$ cat src/rtl/grad_descent_1d_pkg.sv
// Shared types and fixed-point helpers for the 1-D gradient-descent engine.
// Build option: define GD_SATURATE_EN to saturate all Q8.8 arithmetic instead of wrapping.
package gd_pkg;

    localparam int unsigned FX_W    = 16;
    localparam int unsigned FX_FRAC = 8;

    localparam logic [FX_W-1:0] FX_MAX = 16'h7FFF;
    localparam logic [FX_W-1:0] FX_MIN = 16'h8000;

`ifdef GD_SATURATE_EN
    localparam bit SAT_EN = 1'b1;
`else
    localparam bit SAT_EN = 1'b0;
`endif

    typedef enum logic [2:0] {
        IDLE,
        GRAD,
        STEP,
        UPDATE,
        DONE
    } state_t;

    function automatic logic [FX_W:0] fx_sext(input logic [FX_W-1:0] v);
        return {v[FX_W-1], v};
    endfunction

    // Narrow an exact 17-bit signed result back to Q8.8, clamping or wrapping.
    function automatic logic [FX_W-1:0] fx_fit(input logic [FX_W:0] v);
        if (SAT_EN && (v[FX_W] != v[FX_W-1]))
            return v[FX_W] ? FX_MIN : FX_MAX;
        return v[FX_W-1:0];
    endfunction

endpackage

$ cat src/rtl/grad_descent_1d_if.sv
// Request/result bundle of grad_descent_1d: operands, start, and the valid/ready result.
interface grad_descent_1d_if
    import gd_pkg::*;
#(
    parameter int unsigned ITER_W = 8
);
    logic              start;
    logic [FX_W-1:0]   coef_a;
    logic [FX_W-1:0]   coef_b;
    logic [FX_W-1:0]   lr;
    logic [FX_W-1:0]   x_init;
    logic [FX_W-1:0]   eps;
    logic              busy;
    logic              out_valid;
    logic              out_ready;
    logic [FX_W-1:0]   x_out;
    logic [ITER_W-1:0] iter_count;
    logic              converged;

    modport master (
        output start, coef_a, coef_b, lr, x_init, eps, out_ready,
        input  busy, out_valid, x_out, iter_count, converged
    );

    modport slave (
        input  start, coef_a, coef_b, lr, x_init, eps, out_ready,
        output busy, out_valid, x_out, iter_count, converged
    );
endinterface

$ cat src/rtl/grad_descent_1d_mul.sv
// fx_mul_q88: signed Q8.8 multiply, result is product bits [23:8] (floor shift).
// Overflow of the shifted product clamps when GD_SATURATE_EN is defined, else wraps.
module fx_mul_q88
    import gd_pkg::*;
(
    input  logic [FX_W-1:0] i_a,
    input  logic [FX_W-1:0] i_b,
    output logic [FX_W-1:0] o_p
);
    logic signed [2*FX_W-1:0]  w_prod;
    logic [FX_W-FX_FRAC:0]     w_top;
    logic                      w_ovf;
    logic                      w_unused_frac;

    assign w_prod = $signed(i_a) * $signed(i_b);

    // Shifted result fits in 16 bits only when the top 9 product bits agree.
    assign w_top         = w_prod[2*FX_W-1 : FX_W+FX_FRAC-1];
    assign w_ovf         = SAT_EN && (w_top != '0) && (w_top != '1);
    assign w_unused_frac = ^w_prod[FX_FRAC-1:0];

    assign o_p = w_ovf ? (w_prod[2*FX_W-1] ? FX_MIN : FX_MAX)
                       : w_prod[FX_FRAC +: FX_W];
endmodule

$ cat src/rtl/grad_descent_1d.sv
// Iterative gradient descent on f(x) = a*x^2 + b*x in Q8.8: x <- x - lr*(2a*x + b).
// Three cycles per iteration; GD_SATURATE_EN selects saturating arithmetic.
module grad_descent_1d
    import gd_pkg::*;
#(
    parameter int unsigned MAX_ITER = 255,
    parameter int unsigned ITER_W   = 8
) (
    input  logic clk,
    input  logic rst_n,
    grad_descent_1d_if.slave bus
);
    state_t            r_state;
    logic [FX_W-1:0]   r_a, r_b, r_lr, r_eps;
    logic [FX_W-1:0]   r_x, r_g, r_s, r_x_out;
    logic [ITER_W-1:0] r_iter;
    logic              r_busy, r_valid, r_conv;

    logic [FX_W-1:0]   w_ax, w_dbl, w_g, w_s, w_x_nx;
    logic [FX_W:0]     w_s_abs;
    logic [ITER_W-1:0] w_iter_nx;
    logic              w_conv_hit, w_cap_hit;

    fx_mul_q88 u_mul_ax   (.i_a(r_a),  .i_b(r_x), .o_p(w_ax));
    fx_mul_q88 u_mul_step (.i_a(r_lr), .i_b(r_g), .o_p(w_s));

    assign w_dbl  = fx_fit({w_ax, 1'b0});
    assign w_g    = fx_fit(fx_sext(w_dbl) + fx_sext(r_b));
    assign w_x_nx = fx_fit(fx_sext(r_x) - fx_sext(r_s));

    // 17-bit magnitude so that |-128.0| is +32768 rather than wrapping negative.
    assign w_s_abs    = r_s[FX_W-1] ? ('0 - fx_sext(r_s)) : fx_sext(r_s);
    assign w_conv_hit = (w_s_abs <= {1'b0, r_eps});
    assign w_iter_nx  = r_iter + ITER_W'(1);
    assign w_cap_hit  = (w_iter_nx == ITER_W'(MAX_ITER));

    always_ff @(posedge clk or negedge rst_n) begin
        if (!rst_n) begin
            r_state <= IDLE;
            r_a     <= '0;
            r_b     <= '0;
            r_lr    <= '0;
            r_eps   <= '0;
            r_x     <= '0;
            r_g     <= '0;
            r_s     <= '0;
            r_x_out <= '0;
            r_iter  <= '0;
            r_busy  <= 1'b0;
            r_valid <= 1'b0;
            r_conv  <= 1'b0;
        end else begin
            case (r_state)
                IDLE: begin
                    if (bus.start) begin
                        r_a     <= bus.coef_a;
                        r_b     <= bus.coef_b;
                        r_lr    <= bus.lr;
                        r_eps   <= bus.eps;
                        r_x     <= bus.x_init;
                        r_iter  <= '0;
                        r_conv  <= 1'b0;
                        r_busy  <= 1'b1;
                        r_state <= GRAD;
                    end
                end
                GRAD: begin
                    r_g     <= w_g;
                    r_state <= STEP;
                end
                STEP: begin
                    r_s     <= w_s;
                    r_state <= UPDATE;
                end
                UPDATE: begin
                    r_x    <= w_x_nx;
                    r_iter <= w_iter_nx;
                    if (w_conv_hit || w_cap_hit) begin
                        r_x_out <= w_x_nx;
                        r_conv  <= w_conv_hit;
                        r_valid <= 1'b1;
                        r_state <= DONE;
                    end else begin
                        r_state <= GRAD;
                    end
                end
                DONE: begin
                    if (bus.out_ready) begin
                        r_valid <= 1'b0;
                        r_busy  <= 1'b0;
                        r_state <= IDLE;
                    end
                end
                default: r_state <= IDLE;
            endcase
        end
    end

    assign bus.busy       = r_busy;
    assign bus.out_valid  = r_valid;
    assign bus.x_out      = r_x_out;
    assign bus.iter_count = r_iter;
    assign bus.converged  = r_conv;
endmodule

$ cat src/flat_wrapper.sv
// flat-port wrapper written by rule: the top's interface ports become plain ports
module grad_descent_1d_flat import gd_pkg::*;
#(
    parameter int unsigned MAX_ITER = 255,
    parameter int unsigned ITER_W   = 8
)
  (clk, rst_n, bus_start, bus_coef_a, bus_coef_b, bus_lr, bus_x_init, bus_eps, bus_out_ready, bus_busy, bus_out_valid, bus_x_out, bus_iter_count, bus_converged);
  grad_descent_1d_if #(.ITER_W(ITER_W)) bus_i ();
  input  logic clk;
  input  logic rst_n;
  input wire logic [$bits(bus_i.start)-1:0] bus_start;
  input wire logic [$bits(bus_i.coef_a)-1:0] bus_coef_a;
  input wire logic [$bits(bus_i.coef_b)-1:0] bus_coef_b;
  input wire logic [$bits(bus_i.lr)-1:0] bus_lr;
  input wire logic [$bits(bus_i.x_init)-1:0] bus_x_init;
  input wire logic [$bits(bus_i.eps)-1:0] bus_eps;
  input wire logic [$bits(bus_i.out_ready)-1:0] bus_out_ready;
  output wire logic [$bits(bus_i.busy)-1:0] bus_busy;
  output wire logic [$bits(bus_i.out_valid)-1:0] bus_out_valid;
  output wire logic [$bits(bus_i.x_out)-1:0] bus_x_out;
  output wire logic [$bits(bus_i.iter_count)-1:0] bus_iter_count;
  output wire logic [$bits(bus_i.converged)-1:0] bus_converged;
  assign bus_i.start = bus_start;
  assign bus_i.coef_a = bus_coef_a;
  assign bus_i.coef_b = bus_coef_b;
  assign bus_i.lr = bus_lr;
  assign bus_i.x_init = bus_x_init;
  assign bus_i.eps = bus_eps;
  assign bus_i.out_ready = bus_out_ready;
  assign bus_busy = bus_i.busy;
  assign bus_out_valid = bus_i.out_valid;
  assign bus_x_out = bus_i.x_out;
  assign bus_iter_count = bus_i.iter_count;
  assign bus_converged = bus_i.converged;
  grad_descent_1d #(.MAX_ITER(MAX_ITER), .ITER_W(ITER_W)) u_core (.clk(clk), .rst_n(rst_n), .bus(bus_i));
endmodule
$ cat config.mk
export PLATFORM = sky130hd
export DESIGN_NAME = grad_descent_1d_flat
export DESIGN_NICKNAME = d
export VERILOG_FILES = /design/src/rtl/grad_descent_1d_pkg.sv /design/src/rtl/grad_descent_1d_if.sv /design/src/rtl/grad_descent_1d_mul.sv /design/src/rtl/grad_descent_1d.sv /design/src/flat_wrapper.sv
export SDC_FILE = /design/constraint.sdc
export NUM_CORES = 1
export LEC_CHECK = 0
export CAP_MARGIN = 15
export CORE_MARGIN = 3
export CORE_UTILIZATION = 35
export CTS_BUF_LIST = sky130_fd_sc_hd__clkbuf_2 sky130_fd_sc_hd__clkbuf_4 sky130_fd_sc_hd__clkbuf_8
export DETAILED_ROUTE_END_ITERATION = 8
export GPL_TIMING_DRIVEN = 0
export HOLD_SLACK_MARGIN = 0.12
export PLACE_DENSITY = 0.56
export SLEW_MARGIN = 20
export SYNTH_ARGS = -nofsm -noshare
export SYNTH_HDL_FRONTEND = slang
export SYNTH_SLANG_ARGS = --single-unit
$ cat constraint.sdc
create_clock -name clk -period 9.4 [get_ports clk]
set_input_delay 2.35 -clock clk [delete_from_list [all_inputs] [get_ports clk]]
set_output_delay 2.35 -clock clk [all_outputs]
set_load 0.005 [all_outputs]
# Yosys cells after proc, flatten, opt, wreduce, memory -nomap -nowiden
# Index checks and enable logic that the tools add are counted.
# W data, S select, Z words.
# totals
regBits	142
out_inout_bits	27
elab_cells	57
# classes
add_sub_neg	4
multipliers	2
n_lt_le_gt_ge	1
n_eq_ne	8
n_mux	17
n_reduce_logical	12
# op_table
op	count
$pmux W16 S2	1
$mul A16 B16 Y24	1
$mul A16 B16 Y23	1
$le A17 B16 Y1	1
$mux W17	1
$sub A1 B16 Y17 const A	1
$add A16 B16 Y16	1
$mux W16	1
$pmux W8 S2	1
$sub A16 B16 Y16	1
$pmux W3 S5	1
$mux W3	3
$reduce_and A3 Y1	3
$add A8 B1 Y8 const B	1
$eq A8 B8 Y1 const B	1
$mux W8	1
$reduce_and A2 Y1	4
$eq A3 B2 Y1 const B	2
$pmux W1 S2	3
$reduce_bool A2 Y1	3
$mux W1	5
$ne A2 B2 Y1 const B	2
$eq A3 B1 Y1 const B	1
$eq A3 B3 Y1 const B	1
3 further kinds	3

# Logic depth before layout (Yosys ltp)
# depth
depth_word	6
mapped_depth	31

# Modules after synthesis
# A second synthesis with hierarchy kept.
# hier_totals
hier_cells	2559
hier_area_um2	22487.8
# by_module_without_submodules
mod	n_inst	cells_per_inst	area_each_um2	seq_area_each_um2
grad_descent_1d	1	865	7693.6	3553.4
fx_mul_q88 (u_core.u_mul_ax)	1	850	7424.6	0.0
fx_mul_q88 (u_core.u_mul_step)	1	844	7369.6	0.0

# Least setup slack after synthesis
# Ideal clock, no wire load.
# synth_path
path_kind	reg-to-reg
from	reg u_core.r_x[1]
to	reg u_core.r_g[15]
setup_ns	0.082
arrival_ns	6.879
required_time_ns	9.318
setup_slack_ns	2.439
stages_incl_launch_ff	29
cell_sequence	dfrtp_1 buf_4 clkbuf_1 nand2_1 fa_1 fa_1 fa_1 fa_1 inv_1 fa_1 inv_1 fa_1 inv_1 ha_1 nor4_2 o21ai_1 a31o_4 a31oi_4 and2b_2 a21oi_1 xnor2_1 ha_1 and3_1 and3_1 nor2_1 a21oi_1 a31oi_1 or3_1 a31oi_1
# synth_via
elab_chain_len	2
# synth_rtl
item	line	rtl
from (decl)	grad_descent_1d.sv:15	logic [FX_W-1:0] r_x, r_g, r_s, r_x_out;
from (signal assigned)	grad_descent_1d.sv:60	r_x <= bus.x_init;
from (signal assigned)	grad_descent_1d.sv:76	r_x <= w_x_nx;
$mul A16 B16 Y23	grad_descent_1d_mul.sv:15	assign w_prod = $signed(i_a) * $signed(i_b);
$add A16 B16 Y16	grad_descent_1d.sv:28	assign w_g = fx_fit(fx_sext(w_dbl) + fx_sext(r_b));
to (signal assigned)	grad_descent_1d.sv:68	r_g <= w_g;
to (decl)	grad_descent_1d.sv:15	
# No other way between the ends.
# A chain may end at the register's enable or synchronous reset.

# Worst setup path after layout
# layout_path
from	reg u_core.r_x[3]
to	reg u_core.r_g[15]
# Same word-level chain as after synthesis.

==> results.txt <==
----------------------------------------------------
[Route]
  Routed length per placed instance ... 17.6 µm
  Total number of vias ... 16000
  Number of antenna-violating nets in the routed design ... 0
  Total iterations of the first detailed-routing run ... 5
  Number of design rule violations left after detail routing ... 0
  Per-cell via count in the routed design ... 4.84
  Detailed Route WL ... 58.2 mm
  Drt initial violations ... 938

[Die]
  Number of core rows ... 90
  Horizontal extent of the die ... ~260 µm
  Vertical extent of the die ... roughly 260 µm
  Core area ... 60900 µm²
  Number of ports placed on the die boundary ... approximately 110
  Starting utilization of the core area ... 0.356
  Total Die Area ... around 65000 µm²

[Place]
  Final weighted congestion in routability-driven placement ... 0.885
  Setup slack at placement ... 1490 ps
  DP Wirelength ... 48.7 mm
  I/O Buffers ... between 100 and 150
  Number of instances in the placed design ... between 3000 and 4000

[Clock network]
  Source-to-sink clock delay at the later pin of the worst-skew pair ... approximately 540 ps
  Sinks on Clock Net ... 142
  Post-cts repair resize count ... 0
  Hold_buf cts ... 0
  Clock Root Buffer ... clkbuf_8
  # H-tree levels ... 4
  Post-CTS repair timing setup buffer count ... 0
  Clock-pin transition on the worst setup and hold timing paths ... ~100 ps
  Maximum clock path buffer count ... 2
  TritonCTS clock tree ... built
  Total clock buffers created by CTS ... 17

[Finish]
  Area of the multi-input gates ... 16000 µm²
  Fraction of final layout cells with drive strength greater than 1 ... 0.0479
  Layout net count ... 3103
  Fill count ... 6103
  Area Growth Syn to Fin ... 11.8%
  Register Area ... 3550 µm²
  Cell Count, Final, Fillers Out ... 3311

[Yosys]
  Net count after synthesis ... around 3000
  Dominant synthesized flop cell ... dfrtp_1
  Async set or reset register ratio after synthesis ... 1.00
  Synth cell types ... 66
  Synth warn ... 0
  Yosys reg bits ... 142
  Sequential cell area fraction in the yosys report ... 0.164
  Synth Cell Area ... 21700 µm²
  Post-Synthesis Cells ... 2340
  Number of flops mapped to enable cells by yosys ... 0
  Average footprint of a synthesized cell ... a little over 9 µm²

[Setup path]
  CP max stage cell ... dfrtp_1
  Required time reported for the critical path endpoint ... between 9000 and 10000 ps
  Worst endpoint data arrival time ... between 8000 and 9000 ps
  Critical Path Source Type ... flip-flop
  Crit Reg-Reg Startpoint ... u_core.r_x[3]
  Critical Path Most Common Cell ... fa_1
  Critical setup path kind ... flip-flop to flip-flop
  Launch point of the critical path ... u_core.r_x[3]
  Largest incremental delay on the critical path ... 710 ps
  Largest fanout on the critical path ... 10
  Type of element capturing the critical path ... flip-flop

[STA]
  Least-Margin Pin Slew ... 1020 ps
  Unrepaired setup endpoints after global routing ... no
  Summed negative setup slack over all endpoints ... 0 ps
  Post-route fraction of the period consumed by the critical path ... 0.849
  Number of failing hold endpoints at the final stage ... 0
  Post-route minimum period ... 7980 ps
  Layout Skew ... ~24 ps
  WHS ... 513 ps
  Total of endpoints with negative setup slack in the final report ... 0
  Top achievable clock speed ... 125 MHz
  Slew margin rel. ... 0.317
  Worst setup slack after layout ... 1420 ps
  Max-slew violation count ... 0

[Min path]
  Launch instance of the worst min-delay path ... u_core.bus.x_out[2]
  Path category of the worst min-delay check ... flip-flop to flip-flop

[GRT]
  Initial antenna violation count ... 2
  Total global routing track utilization ... 0.188
  Final global-route overflow total ... 0
  Via count of the first global-routing pass ... 17000
  Maximum number of pins on one net before global-route repair ... 79
  First-pass GRT wire length ... 93.8 mm

[Flow run]
  Count of maximum capacitance violations ... 0

[Run status]
  Outcome ... completed

----------------------------------------------------
==> flip-flops by register name (all words and copies together) (netlist names) <==
| signal | cells |
|---|---|
| u_core.r_a | 16 |
| u_core.bus.busy | 1 |
| u_core.bus.x_out | 16 |
| u_core.r_eps | 16 |
| u_core.r_lr | 16 |
| u_core.r_s | 16 |
| u_core.r_x | 16 |
| u_core.r_b | 16 |
| u_core.bus.iter_count | 8 |
| u_core.bus.out_valid | 1 |
| u_core.r_g | 16 |
| u_core.r_state | 3 |
| u_core.bus.converged | 1 |
==> routing by layer <==
metal,track usage,wire [µm]
met2,0.304,27000
met5,0,0
met1,0.268,27100
met4,0.0376,937
met3,0.0288,3070
==> worst max-delay path, delay by kind of cell, from the launching register on <==
| kind | cells | cell delay (ps) |
|---|---|---|
| xor gates and xnor gates | 1 | 100 |
| buffers and inverters | 4 | 710 |
| AOI/OAI and AO/OA | 7 | 1290 |
| DFF | 1 | 710 |
| adders and majority gates | 8 | 3540 |
| and+or+nand+nor | 7 | 1510 |
==> final timing paths <==
kind	end	slack (ps)	cells after the start
worst max-delay path	u_core.r_g[15]	1420	27
worst min-delay path	u_core.bus.x_out[2]	510	1
worst max register to register	u_core.r_g[15]	1420	27
worst min register to register	u_core.bus.x_out[2]	510	1
max in group asynchronous	u_core.r_a[10]	6820	2
min in group asynchronous	u_core.r_eps[12]	1750	1
==> layout by cell type, fill, tap and decap left out, types with 7 or more instances in the layout <==
master and n:
xor2_1 23, nor3_1 16, nand2_1 350, mux2i_1 16
nand3_1 11, nand4_1 8, and3_1 9, o21ai_0 82
mux2_2 61, nor2_1 48, o31ai_1 7, fa_1 362
a21oi_1 43, clkbuf_1 85, nand2b_1 17, ha_1 187
inv_1 485, a21o_1 14, and2_1 178, nor2b_1 10
clkbuf_8 18, clkdlybuf4s50_1 109, o21a_1 13, dfrtp_1 142
xnor2_1 91
==> through the flow <==
stage	instance area (µm²)	util
2_1_floorplan	21700	-
3_3_place_gp	23900	0.392
3_5_place_dp	23900	0.392
4_1_cts	24300	0.399
5_1_grt	24300	0.399
6_report	24300	0.399
==> cell families after synthesis <==
group	count (synthesis)	share of synthesized area
AND/OR/NAND/NOR	668	0.146
flip-flops	142	0.164
adder cells (fa/ha/maj)	549	0.441
multiplexers	77	0.0390
XOR/XNOR	114	0.0460
buffers and inverters	581	0.102
AO/OA/AOI/OAI	209	0.0619
==> cell usage after synthesis (2+ instances only) <==
cell      instances  area [µm²]
a211o_1           3        26.3
a211oi_1          6        45.0
a21o_1           14         105
a21oi_1          43         215
a31oi_1           6        37.5
and2_1          178        1110
and3_1            9        56.3
and4_1            2        17.5
buf_1             4        15.0
buf_2             3        15.0
buf_6             2        22.5
clkbuf_1         85         319
dfrtp_1         142        3550
fa_1            362        7250
ha_1            187        2340
inv_1           485        1820
mux2_2           61         687
mux2i_1          16         160
nand2_1         350        1310
nand2b_1         17         106
nand3_1          11        55.1
nand3b_1          3        22.5
nand4_1           8        50.1
nor2_1           48         180
nor2b_1          10        62.6
nor3_1           16        80.1
nor4_1            3        18.8
o211a_1           2        20.0
o211ai_1          3        22.5
o21a_1           13        97.6
o21ai_0          82         410
o21ai_1           4        20.0
o21bai_1          5        37.5
o31ai_1           7        52.6
o41ai_1           3        26.3
or3_1             5        31.3
xnor2_1          91         797
xor2_1           23         201
==> area by class of cell <==
type,count,share of cell area
clock inverters,11,0.00541
well taps,828,0.0427
flip-flops and latches,142,0.146
clock buffers,20,0.0108
multi-input cells,1617,0.657
repair buffers,111,0.0467
plain buffers,96,0.0158
inverters,485,0.0750
diodes,1,0.000103
Power is left out: the tool's default activity adds up to more than one toggle a clock period on the data nets, which glitch-free logic cannot reach.
